[config.mk]
export PLATFORM = sky130hd
export DESIGN_NAME = polylut_stream_pipe
export DESIGN_NICKNAME = d
export VERILOG_FILES = /design/src/rtl/polylut_pkg.sv /design/src/rtl/polylut_pipe_slot.sv /design/src/rtl/polylut_stream_pipe.sv
export SDC_FILE = /design/constraint.sdc
export NUM_CORES = 1
export LEC_CHECK = 0
export BUFFER_PORTS_ARGS = -buffer_cell sky130_fd_sc_hd__buf_2
export CELL_PAD_IN_SITES_DETAIL_PLACEMENT = 1
export CELL_PAD_IN_SITES_GLOBAL_PLACEMENT = 1
export CORE_UTILIZATION = 46
export DETAILED_ROUTE_END_ITERATION = 8
export PLACE_DENSITY = 0.89
export SLEW_MARGIN = 20
export SYNTH_ARGS = -nofsm -noshare
export SYNTH_HDL_FRONTEND = slang
export SYNTH_SLANG_ARGS = --single-unit
export TNS_END_PERCENT = 10
[constraint.sdc]
create_clock -name clk -period 2.84 [get_ports clk]
set_input_delay 0 -clock clk [delete_from_list [all_inputs] [get_ports clk]]
set_output_delay 0 -clock clk [all_outputs]
set_load 0.02 [all_outputs]
[src/rtl/polylut_pkg.sv]
// Shared defaults and helpers for the PolyLUT elastic stream pipeline.
// Parity storage is compiled in only when POLYLUT_PIPE_PARITY_EN is defined.
package polylut_pkg;

  localparam int DATA_W_DEF = 112;
  localparam int CNT_W_DEF  = 32;

`ifdef POLYLUT_PIPE_PARITY_EN
  localparam int PAR_W = 1;

  typedef struct packed {
    logic                  valid;
    logic [DATA_W_DEF-1:0] data;
    logic                  parity;
  } slot_t;
`else
  localparam int PAR_W = 0;

  typedef struct packed {
    logic                  valid;
    logic [DATA_W_DEF-1:0] data;
  } slot_t;
`endif

  // Occupancy counts every stage plus an optional skid entry.
  function automatic int occ_w(input int stages);
    return $clog2(stages + 2);
  endfunction

endpackage

[src/rtl/polylut_pipe_slot.sv]
// One valid/data register of the elastic pipeline: loads on ld_i, clears on flush.
// Used for every pipeline stage and for the optional input skid entry.
module polylut_pipe_slot
  import polylut_pkg::*;
#(
  parameter int W = 8
) (
  input  logic         clk,
  input  logic         rst,
  input  logic         flush,
  input  logic         ld_i,
  input  logic         d_valid_i,
  input  logic [W-1:0] d_data_i,
  output logic         q_valid_o,
  output logic [W-1:0] q_data_o
);

  logic         valid_q;
  logic [W-1:0] data_q;

  always_ff @(posedge clk or negedge rst) begin
    if (!rst) begin
      valid_q <= 1'b0;
      data_q  <= '0;
    end else if (flush) begin
      valid_q <= 1'b0;
    end else if (ld_i) begin
      valid_q <= d_valid_i;
      // Payload only moves with a real beat, so empty loads do not toggle data.
      if (d_valid_i) data_q <= d_data_i;
    end
  end

  assign q_valid_o = valid_q;
  assign q_data_o  = data_q;

endmodule

[src/rtl/polylut_stream_pipe.sv]
// Elastic valid/ready pipeline with bubble collapsing, flush, optional skid and counters.
// Define POLYLUT_PIPE_PARITY_EN to carry an even-parity bit and flag mismatches at the output.
module polylut_stream_pipe
  import polylut_pkg::*;
#(
  parameter int DATA_W    = DATA_W_DEF,
  parameter int STAGES    = 2,
  parameter int REG_READY = 0,
  parameter int CNT_W     = CNT_W_DEF
) (
  input  logic                     clk,
  input  logic                     rst,
  input  logic                     flush,
  input  logic                     in_valid,
  output logic                     in_ready,
  input  logic [DATA_W-1:0]        in_data,
  output logic                     out_valid,
  input  logic                     out_ready,
  output logic [DATA_W-1:0]        out_data,
  output logic [occ_w(STAGES)-1:0] occupancy,
  output logic [CNT_W-1:0]         out_count,
  output logic                     parity_err
);

  localparam int SW    = DATA_W + PAR_W;
  localparam int OCC_W = occ_w(STAGES);

  logic [SW-1:0]     in_slot;
  logic [STAGES:0]   en;
  logic [STAGES-1:0] st_v;
  logic [SW-1:0]     st_d [STAGES];
  logic              src_v;
  logic [SW-1:0]     src_d;
  logic              xfer_in;
  logic              xfer_out;
  logic [OCC_W-1:0]  occ_q, occ_d;
  logic [CNT_W-1:0]  cnt_q, cnt_d;

`ifdef POLYLUT_PIPE_PARITY_EN
  assign in_slot = {^in_data, in_data};
`else
  assign in_slot = in_data;
`endif

  // A stage may load when it is empty or its content moves on this cycle.
  always_comb begin
    en         = '0;
    en[STAGES] = out_ready;
    for (int i = STAGES - 1; i >= 0; i--) begin
      en[i] = ~st_v[i] | en[i+1];
    end
  end

  for (genvar i = 0; i < STAGES; i++) begin : g_stage
    logic          d_v;
    logic [SW-1:0] d_d;
    if (i == 0) begin : g_head
      assign d_v = src_v;
      assign d_d = src_d;
    end else begin : g_body
      assign d_v = st_v[i-1];
      assign d_d = st_d[i-1];
    end
    polylut_pipe_slot #(.W(SW)) u_slot (
      .clk       (clk),
      .rst       (rst),
      .flush     (flush),
      .ld_i      (en[i]),
      .d_valid_i (d_v),
      .d_data_i  (d_d),
      .q_valid_o (st_v[i]),
      .q_data_o  (st_d[i])
    );
  end

  if (REG_READY != 0) begin : g_skid
    logic          skid_v;
    logic [SW-1:0] skid_d;
    logic          skid_ld;
    // Fill when a beat lands while stage 0 is blocked; empty when stage 0 takes it.
    assign skid_ld = skid_v ? en[0] : ~en[0];
    polylut_pipe_slot #(.W(SW)) u_skid (
      .clk       (clk),
      .rst       (rst),
      .flush     (flush),
      .ld_i      (skid_ld),
      .d_valid_i (~skid_v & xfer_in),
      .d_data_i  (in_slot),
      .q_valid_o (skid_v),
      .q_data_o  (skid_d)
    );
    assign src_v    = skid_v | xfer_in;
    assign src_d    = skid_v ? skid_d : in_slot;
    assign in_ready = rst & ~flush & ~skid_v;
  end else begin : g_comb
    assign src_v    = xfer_in;
    assign src_d    = in_slot;
    assign in_ready = rst & ~flush & en[0];
  end

  assign out_valid = st_v[STAGES-1] & ~flush;
  assign out_data  = st_d[STAGES-1][DATA_W-1:0];
  assign xfer_in   = in_valid & in_ready;
  assign xfer_out  = out_valid & out_ready;

  always_comb begin
    occ_d = occ_q;
    cnt_d = cnt_q;
    if (flush) begin
      occ_d = '0;
      cnt_d = '0;
    end else begin
      if (xfer_in & ~xfer_out) occ_d = occ_q + OCC_W'(1);
      else if (~xfer_in & xfer_out) occ_d = occ_q - OCC_W'(1);
      if (xfer_out) cnt_d = cnt_q + CNT_W'(1);
    end
  end

  always_ff @(posedge clk or negedge rst) begin
    if (!rst) begin
      occ_q <= '0;
      cnt_q <= '0;
    end else begin
      occ_q <= occ_d;
      cnt_q <= cnt_d;
    end
  end

  assign occupancy = occ_q;
  assign out_count = cnt_q;

`ifdef POLYLUT_PIPE_PARITY_EN
  logic err_q, err_d;

  always_comb begin
    err_d = err_q;
    if (flush) err_d = 1'b0;
    else if (xfer_out && (^st_d[STAGES-1])) err_d = 1'b1;
  end

  always_ff @(posedge clk or negedge rst) begin
    if (!rst) err_q <= 1'b0;
    else      err_q <= err_d;
  end

  assign parity_err = err_q;
`else
  assign parity_err = 1'b0;
`endif

endmodule

==> flow_metrics.tcl, run 1 <==
set metrics [dict create \
    max_slew_margin_pct 37.6 \
    period_needed_ns 2.17 \
    worstPathRequired_ns 3.29 \
    tritoncts "done" \
    path_max_fanout 12 \
    insertion_delay_ns 0.52 \
    nFillCells 2109 \
    p_leak_uw 0.00664 \
    portBuffers 264 \
    tightest_slew_ns 0.937 \
    syn_area_mm2 0.0103 \
    rrSetupSlack_ns 0.67 \
    yosys-top-cells-area "dfrtp_1 (63%), mux2_2 (25%), mux2i_1 (1.6%), nand2_1 (0.99%), buf_2 (0.98%)" \
    antenna_found_initial 0 \
    timing.hold.ws_ns 0.168 \
    netlist_top_cells_count "dfrtp_1 (260), mux2_2 (228), nand2_1 (27)" \
    n_antenna_cell 0 \
    slowest_stage "or4_1" \
    path_clk_slew_ns 0.06 \
    grtUsageTotal_pct 28.5 \
    num-nets-final 1191 \
    synth-async-reset-ratio_pct 100 \
    gp_congestion 0.812 \
    drc 0 \
    initial_core_util_pct 47.0 \
    ys_seq_elements 260 \
    ir_worst_vdd_v 0.000780 \
    synth_enable_flop_cells 0 \
    clkSinkCount 260 \
    cts_setup_buffers 0 \
    die_y_um 151 \
    synth_most_common_cell "dfrtp_1" \
    multi_input_area_mm2 0.00357 \
    synthToLayoutAreaGrowth_pct 36.3 \
    postSynthCellCount 686 \
    finalHoldViolCount 0 \
    hp-class "input pin to async pin" \
    syn-num-nets 804 \
    setup-tns-final_ns 0 \
    fin_crit_sh_pct 76.6 \
    setup_viol 0 \
    via_per_inst 5.35 \
    die_w_um 151 \
    cts_made_buffers 28 \
    h-tree-depth 1 \
    via_count 7337 \
    maxCapViolations 0 \
    synth.distinct_cells 42 \
    finalWirelength_um 32300 \
    setup.worst_path.start_class "flop" \
    yosysSeqAreaShare_pct 63.4 \
    grt_setup_unrepaired "false" \
    path_cells "and3b_1 > nand2_1 > or4_1 > a21oi_1" \
    clock_path_buffers 3 \
    regToRegEndpoint "out_count[26]" \
    wl_per_cell_um 23.6 \
    status "completed" \
    seqCellArea_mm2 0.00651 \
    critPathMaxStageDelay_ns 0.59 \
    overflow 0 \
    ys.flop_type "dfrtp_1" \
    yosysTopAreaCell "dfrtp_1" \
    core_mm2 0.0218 \
    first_iter_violations 227 \
    power_density_mw_per_mm2 836 \
    grt_pass1_wl_um 49000 \
    netlist.area_leader.share_pct 63.4 \
    dp_hpwl_um 17300 \
    drv_slew 0 \
    worst_setup_path_end_kind "flop" \
    fin_worst_skew_ns 0.0121 \
    timing.rr.start "g_stage[1].u_slot.q_valid_o" \
    worst-r2r-cell-count 4 \
    grt_pass1_vias 8388 \
    die-area_mm2 0.0229 \
    ioPinCount 266 \
    root_buffer "clkbuf_16" \
    total_power_uw 11700 \
    syn_area_per_cell_um2 15.0 \
    drtPass1Iterations 4 \
    yosysWarnings 0 \
    grt_max_degree 76 \
    fmax_ghz 0.460 \
    ant_nets 0 \
    ctsResizeCount 0 \
    placementRows 54 \
    drive_gt1_share_pct 50.6 \
    arrival_ns 2.62 \
    crit_type "flop to flop" \
    hold_buffers 119 \
]
## state kept, by name, summed over array words and instances, names as in the netlist
register and cells:
occupancy 2, out_count 32, g_stage.u_slot.q_data_o 224, g_stage.u_slot.q_valid_o 2
## cells in the final DEF (no fill, tap or decap), types with 5 or more instances in the layout
master and n:
buf_2 263, dfrtp_1 260, mux2_2 228, dlygate4sd3_1 119
clkbuf_16 29, nand2_1 27, mux2i_1 16, nand3_1 15
nor4_1 12, nor2_1 11, nand4_1 11, buf_4 8
nor2b_1 6, inv_1 6, clkbuf_1 6, clkbuf_8 6
clkinv_2 6, xor2_1 5
## metrics by stage
step	instances	util, %	area [um^2]	worst slack, ns
finish	1371	64.1	14000	0.665
global route	1371	64.1	14000	0.500
CTS	1371	64.1	14000	0.687
detailed placement	1204	54.5	11900	0.726
global placement	1204	54.5	11900	0.811
floorplan	686	-	10300	1.00
## per-layer routing
layer	share of wire (%)	up-vias	track usage, %
met3	6.1	79	6.08
met4	3.5	0	10.8
li1	-	3216	-
met2	53	278	52.0
met5	0	-	0
met1	37	3764	32.5
## cells by family after synthesis
family / share of synthesized area, %
adder cells (fa/ha/maj): 0.122
AO/OA/AOI/OAI: 1.45
AND/OR/NAND/NOR: 5.83
buffers and inverters: 2.04
XOR/XNOR: 0.512
other: 0.0366
multiplexers: 26.6
flip-flops: 63.4
## worst max-delay path by stage
stage	to	slack (ns)	startpoint	depth (start not counted)
floorplan	out_count[25]	1.00	out_count[5]	5
global placement	out_count[26]	0.81	g_stage[1].u_slot.q_valid_o	4
detailed placement	out_count[26]	0.73	g_stage[1].u_slot.q_valid_o	4
CTS	out_count[26]	0.69	g_stage[1].u_slot.q_valid_o	4
global route	out_count[26]	0.50	g_stage[1].u_slot.q_valid_o	4
finish	out_count[26]	0.67	g_stage[1].u_slot.q_valid_o	4
## power by group
group / internal [uW] / switching [uW]
clock: 2100 / 1520
sequential: 4600 / 572
combinational: 1250 / 1650
## worst max-delay path, delay by kind of cell (launching register included)
kind	cells	cell delay [ns]
AND/OR/NAND/NOR	3	1.46
AO/OA/AOI/OAI	1	0.15
flip-flops	1	0.48
## layout make-up
class	count	area share [%]
clock buffers	41	5.94
clock inverters	7	0.430
inverters	6	0.161
multi-input cells	383	25.5
flip-flops and latches	260	46.5
well taps	280	2.51
repair buffers	394	18.9
(Power assumes the default switching activity.)
==> run 2: changes to the inputs <==
CORE_UTILIZATION = 39   (was 46)
PLACE_DENSITY = 0.8   (was 0.89)
clock period = 1.9 ns   (was 2.84 ns; I/O delays follow)
==> run 2 against run 1 <==
Global-route usage down 7.3 points. First-iteration DRC count up 57%. Register-to-register slack worse by 0.61 ns. Routed wire length down 12%. Clock skew down 0.0051 ns. Clock-buffer cell count up 5. Die area up 18%.
==> flow_metrics.tcl, run 2 (synthesis results as in run 1) <==
set metrics [dict create \
    finalHoldViolCount 0 \
    path_max_fanout 11 \
    setup-tns-final_ns 0 \
    grt_max_degree 151 \
    ioPinCount 266 \
    worstPathRequired_ns 2.36 \
    fin_crit_sh_pct 96.9 \
    max_slew_margin_pct 40.5 \
    core_mm2 0.0255 \
    antenna_found_initial 0 \
    setup_viol 0 \
    path_clk_slew_ns 0.06 \
    ant_nets 0 \
    drv_slew 0 \
    n_antenna_cell 0 \
    via_per_inst 5.02 \
    gp_congestion 0.746 \
    final_common_cell "buf_2" \
    timing.hold.ws_ns 0.155 \
    hp-class "input pin to async pin" \
    initial_core_util_pct 40.3 \
    die_w_um 164 \
    portBuffers 264 \
    worst_setup_path_end_kind "flop" \
    die-area_mm2 0.0270 \
    first_iter_violations 356 \
    arrival_ns 2.30 \
    layout_common_cells "buf_2 (263), dfrtp_1 (259), mux2_2 (228)" \
    drive_gt1_share_pct 52.2 \
    synthToLayoutAreaGrowth_pct 39.3 \
    pre_cts_ws_ns -0.0462 \
    finalWirelength_um 28300 \
    p_leak_uw 0.00677 \
    drc 0 \
    h-tree-depth 1 \
    layout_setup_ws_ns 0.0592 \
    tritoncts "done" \
    crit_type "flop to flop" \
    largest_reg_flops 224 \
    seqCellArea_mm2 0.00651 \
    grt_pass1_vias 8169 \
    cts_made_buffers 28 \
    period_needed_ns 1.84 \
    root_buffer "clkbuf_16" \
    ir_worst_vdd_v 0.000820 \
    grtUsageTotal_pct 21.3 \
    tightest_slew_ns 0.893 \
    num-nets-final 1210 \
    setup.worst_path.start_class "flop" \
    fin_util_pct 56.1 \
    multi_input_area_mm2 0.00360 \
    fmax_ghz 0.543 \
    die_y_um 164 \
    status "completed" \
    placementRows 58 \
    nFillCells 2542 \
    insertion_delay_ns 0.53 \
    grt_pass1_wl_um 44800 \
    fin_worst_skew_ns 0.00696 \
    grt_setup_unrepaired "true" \
    clkSinkCount 260 \
    power_density_mw_per_mm2 1210 \
    dpl_cell_area_mm2 0.0121 \
    wl_per_cell_um 19.7 \
    via_count 7242 \
    finish.instance_area_mm2 0.0143 \
    maxCapViolations 0 \
    clock_path_buffers 3 \
    drtPass1Iterations 4 \
    dp_hpwl_um 17000 \
    overflow 0 \
    cts_setup_buffers 0 \
]
run 2: path summary, 6_finish.rpt:
| path | from | end | slack [ns] | cells after the start |
|---|---|---|---|---|
| max reg2reg | out_count[0] | out_count[26] | 0.06 | 5 |
| max in group asynchronous | rst | g_stage[1].u_slot.q_data_o[13] | 1.01 | 3 |
| min reg2reg | out_count[31] | out_count[31] | 0.49 | 1 |
| max | out_count[0] | out_count[26] | 0.06 | 5 |
| min in group clk | in_data[54] | g_stage[0].u_slot.q_data_o[54] | 0.23 | 3 |
| min | rst | out_count[4] | 0.15 | 3 |
run 2: timing repair:
item,CTS,global route
hold buffers,117,0
resized for setup,2,4
setup endpoints to repair,2,8
pin swaps,0,0
endpoints found under the hold margin,384,0
run 2: cell type report:
class | count | area share [%]
Clock inverter | 4 | 0.394
Tap cell | 330 | 2.89
Clock buffer | 46 | 6.22
Timing Repair Buffer | 413 | 19.6
Sequential cell | 260 | 45.5
Inverter | 6 | 0.158
Multi-Input combinational cell | 383 | 25.2
run 2: report_power, final:
group | leakage (uW) | internal, uW | total [uW] | switching [uW]
sequential | 0.00319 | 6880 | 7630 | 746
clock | 0.000467 | 3300 | 5500 | 2190
combinational | 0.00311 | 1860 | 4180 | 2310
run 2: stage by stage:
step / total power, uW / instances
global route: 18100 / 1442
detailed placement: 11600 / 1275
CTS: 17400 / 1442
global placement: 11300 / 1275
finish: 17300 / 1442
floorplan: 9890 / 686
run 2: per-layer routing:
layer	track usage (%)	share of wire, %
met4	6.40	3.0
met2	37.1	51
met3	4.95	6.2
met5	0	0
met1	26.0	40
run 2: critical path, stage by stage, from the launching register on:
cell and delay (ns):
dfrtp_1 0.37, ha_1 0.20, and4_1 0.29, nand2_2 0.20
or4_1 0.55, a21oi_1 0.15
==> run 3: changes to the inputs <==
--- a/constraint.sdc
+++ b/constraint.sdc
@@ -3,2 +3,2 @@
 set_output_delay 0 -clock clk [all_outputs]
-set_load 0.02 [all_outputs]
+set_load 0.05 [all_outputs]
==> run 3 against run 2 <==
Maximum frequency is 1.8% higher. Highest routed layer unchanged. Register-to-register slack better by 0.03 ns. Critical path type unchanged. Largest cell class unchanged. First-iteration DRC count is 0.56% higher. Design area hardly changed. Non-clock buffer count is 7 lower.
==> flow_metrics.tcl, run 3 (synthesis results as in run 1) <==
set metrics [dict create \
    status "completed" \
    layout_common_cells "buf_2 (263), dfrtp_1 (246), mux2_2 (228)" \
    num-nets-final 1203 \
    worstPathRequired_ns 2.36 \
    cts_setup_buffers 0 \
    via_count 7130 \
    grt_pass1_vias 8050 \
    first_iter_violations 358 \
    cpLargestDelayFamily "simple AND/OR/NAND/NOR gates" \
    final_common_cell "buf_2" \
    setup.worst_path.start_class "flop" \
    tightest_slew_ns 0.784 \
    cts_made_buffers 28 \
    maxCapViolations 0 \
    setup_viol 0 \
    ioPinCount 266 \
    fmax_ghz 0.553 \
    path_max_fanout 11 \
    grt_use_met3_pct 5.03 \
    synthToLayoutAreaGrowth_pct 39.3 \
    ir_worst_vdd_v 0.000998 \
    grt.busiest_layer "met2" \
    largest_reg_flops 224 \
    worst_setup_path_end_kind "flop" \
    grt_max_degree 138 \
    drc 0 \
    h-tree-depth 1 \
    wl_per_cell_um 20.3 \
    ant_nets 0 \
    initial_core_util_pct 40.3 \
    die_y_um 164 \
    power_density_mw_per_mm2 1370 \
    tritoncts "done" \
    grtUsageTotal_pct 21.7 \
    arrival_ns 2.27 \
    critPathMaxStageDelay_ns 0.54 \
    path_cells "ha_1 > and4_1 > nand2_2 > or4_1 > a21oi_1" \
    placed_cells 1267 \
    crit_type "flop to flop" \
    clock_path_buffers 3 \
    use_met2_pct 40.0 \
    die_w_um 164 \
    drtPass1Iterations 4 \
    root_buffer "clkbuf_16" \
    drv_slew 0 \
    hp-class "input pin to async pin" \
    insertion_delay_ns 0.54 \
    drive_gt1_share_pct 53.1 \
    timing.hold.ws_ns 0.127 \
    grt_pass1_wl_um 45200 \
    n_antenna_cell 0 \
    core_mm2 0.0255 \
    grt_setup_unrepaired "true" \
    via_per_inst 4.97 \
    slowest_stage "or4_1" \
    die-area_mm2 0.0270 \
    placementRows 58 \
    clkSinkCount 260 \
    dp_hpwl_um 16600 \
    finalWirelength_um 29100 \
    nFillCells 2509 \
    path_buf_inv 0 \
    stdcell_count 1434 \
    fin_crit_sh_pct 95.1 \
    gp_congestion 0.777 \
    portBuffers 264 \
    max_slew_margin_pct 47.7 \
    path_clk_slew_ns 0.06 \
    p_leak_uw 0.00673 \
    fin_worst_skew_ns 0.00978 \
    overflow 0 \
    grt_use_met1_pct 25.0 \
    period_needed_ns 1.81 \
    finalHoldViolCount 0 \
    antenna_found_initial 0 \
]
run 3: cell count changes in the layout (fill, tap and decap cells not counted), sizes merged:
cell	change
buf	-8
clkbuf	-7
bufinv	+3
clkinv	+2
clkinvlp	+1
dlygate4sd3	+1
run 3: cell type report:
type	count	area (um^2)	area share (%)
Inverter	6	22.5	0.158
Multi-Input combinational cell	383	3590	25.1
Clock buffer	39	812	5.68
Clock inverter	10	164	1.15
Tap cell	330	413	2.89
Timing Repair Buffer	406	2770	19.4
Sequential cell	260	6520	45.6
run 3: report_power, final:
part | leakage (uW) | switching, uW | internal, uW
combinational | 0.00309 | 4380 | 1870
clock | 0.000479 | 2250 | 3510
sequential | 0.00317 | 738 | 6880
run 3: stage by stage:
step	setup TNS [ns]	cell area, um^2	utilization (%)	setup slack, ns	total power [uW]
2_1_floorplan	-0.223	10300	-	-0.0583	11900
3_3_place_gp	0	12100	47.6	0.0810	13400
3_5_place_dp	0	12100	47.6	0.0524	13600
4_1_cts	0	14300	56.0	0.0182	19700
5_1_grt	-0.0228	14300	56.1	-0.0228	20400
6_report	0	14300	56.1	0.0923	19600
run 3: final timing paths:
kind,start,endpoint,slack [ns],cells after the start
hold / removal,rst,g_stage[1].u_slot.q_valid_o,0.13,3
setup / recovery,out_count[0],out_count[26],0.09,5
max in group asynchronous,rst,g_stage[1].u_slot.q_data_o[8],1.13,3
hold reg to reg,out_count[8],out_count[8],0.49,1
min in group clk,in_data[5],g_stage[0].u_slot.q_data_o[5],0.23,3
setup reg to reg,out_count[0],out_count[26],0.09,5
run 3: metal layers:
metal / up-vias / wire length (um)
met5: - / 0
met3: 46 / 1800
met4: 0 / 689
li1: 3244 / -
met1: 3623 / 11100
met2: 217 / 15400
run 3: tightest hold or removal path, stage by stage:
cell           delay (ns)
dlygate4sd3_1        0.58
buf_8                0.13
buf_12               0.43
run 3: timing repair:
action,CTS,global route
hold buffers,118,0
endpoints found under the setup margin,1,6
hold endpoints to repair,382,0
resized for setup,1,3
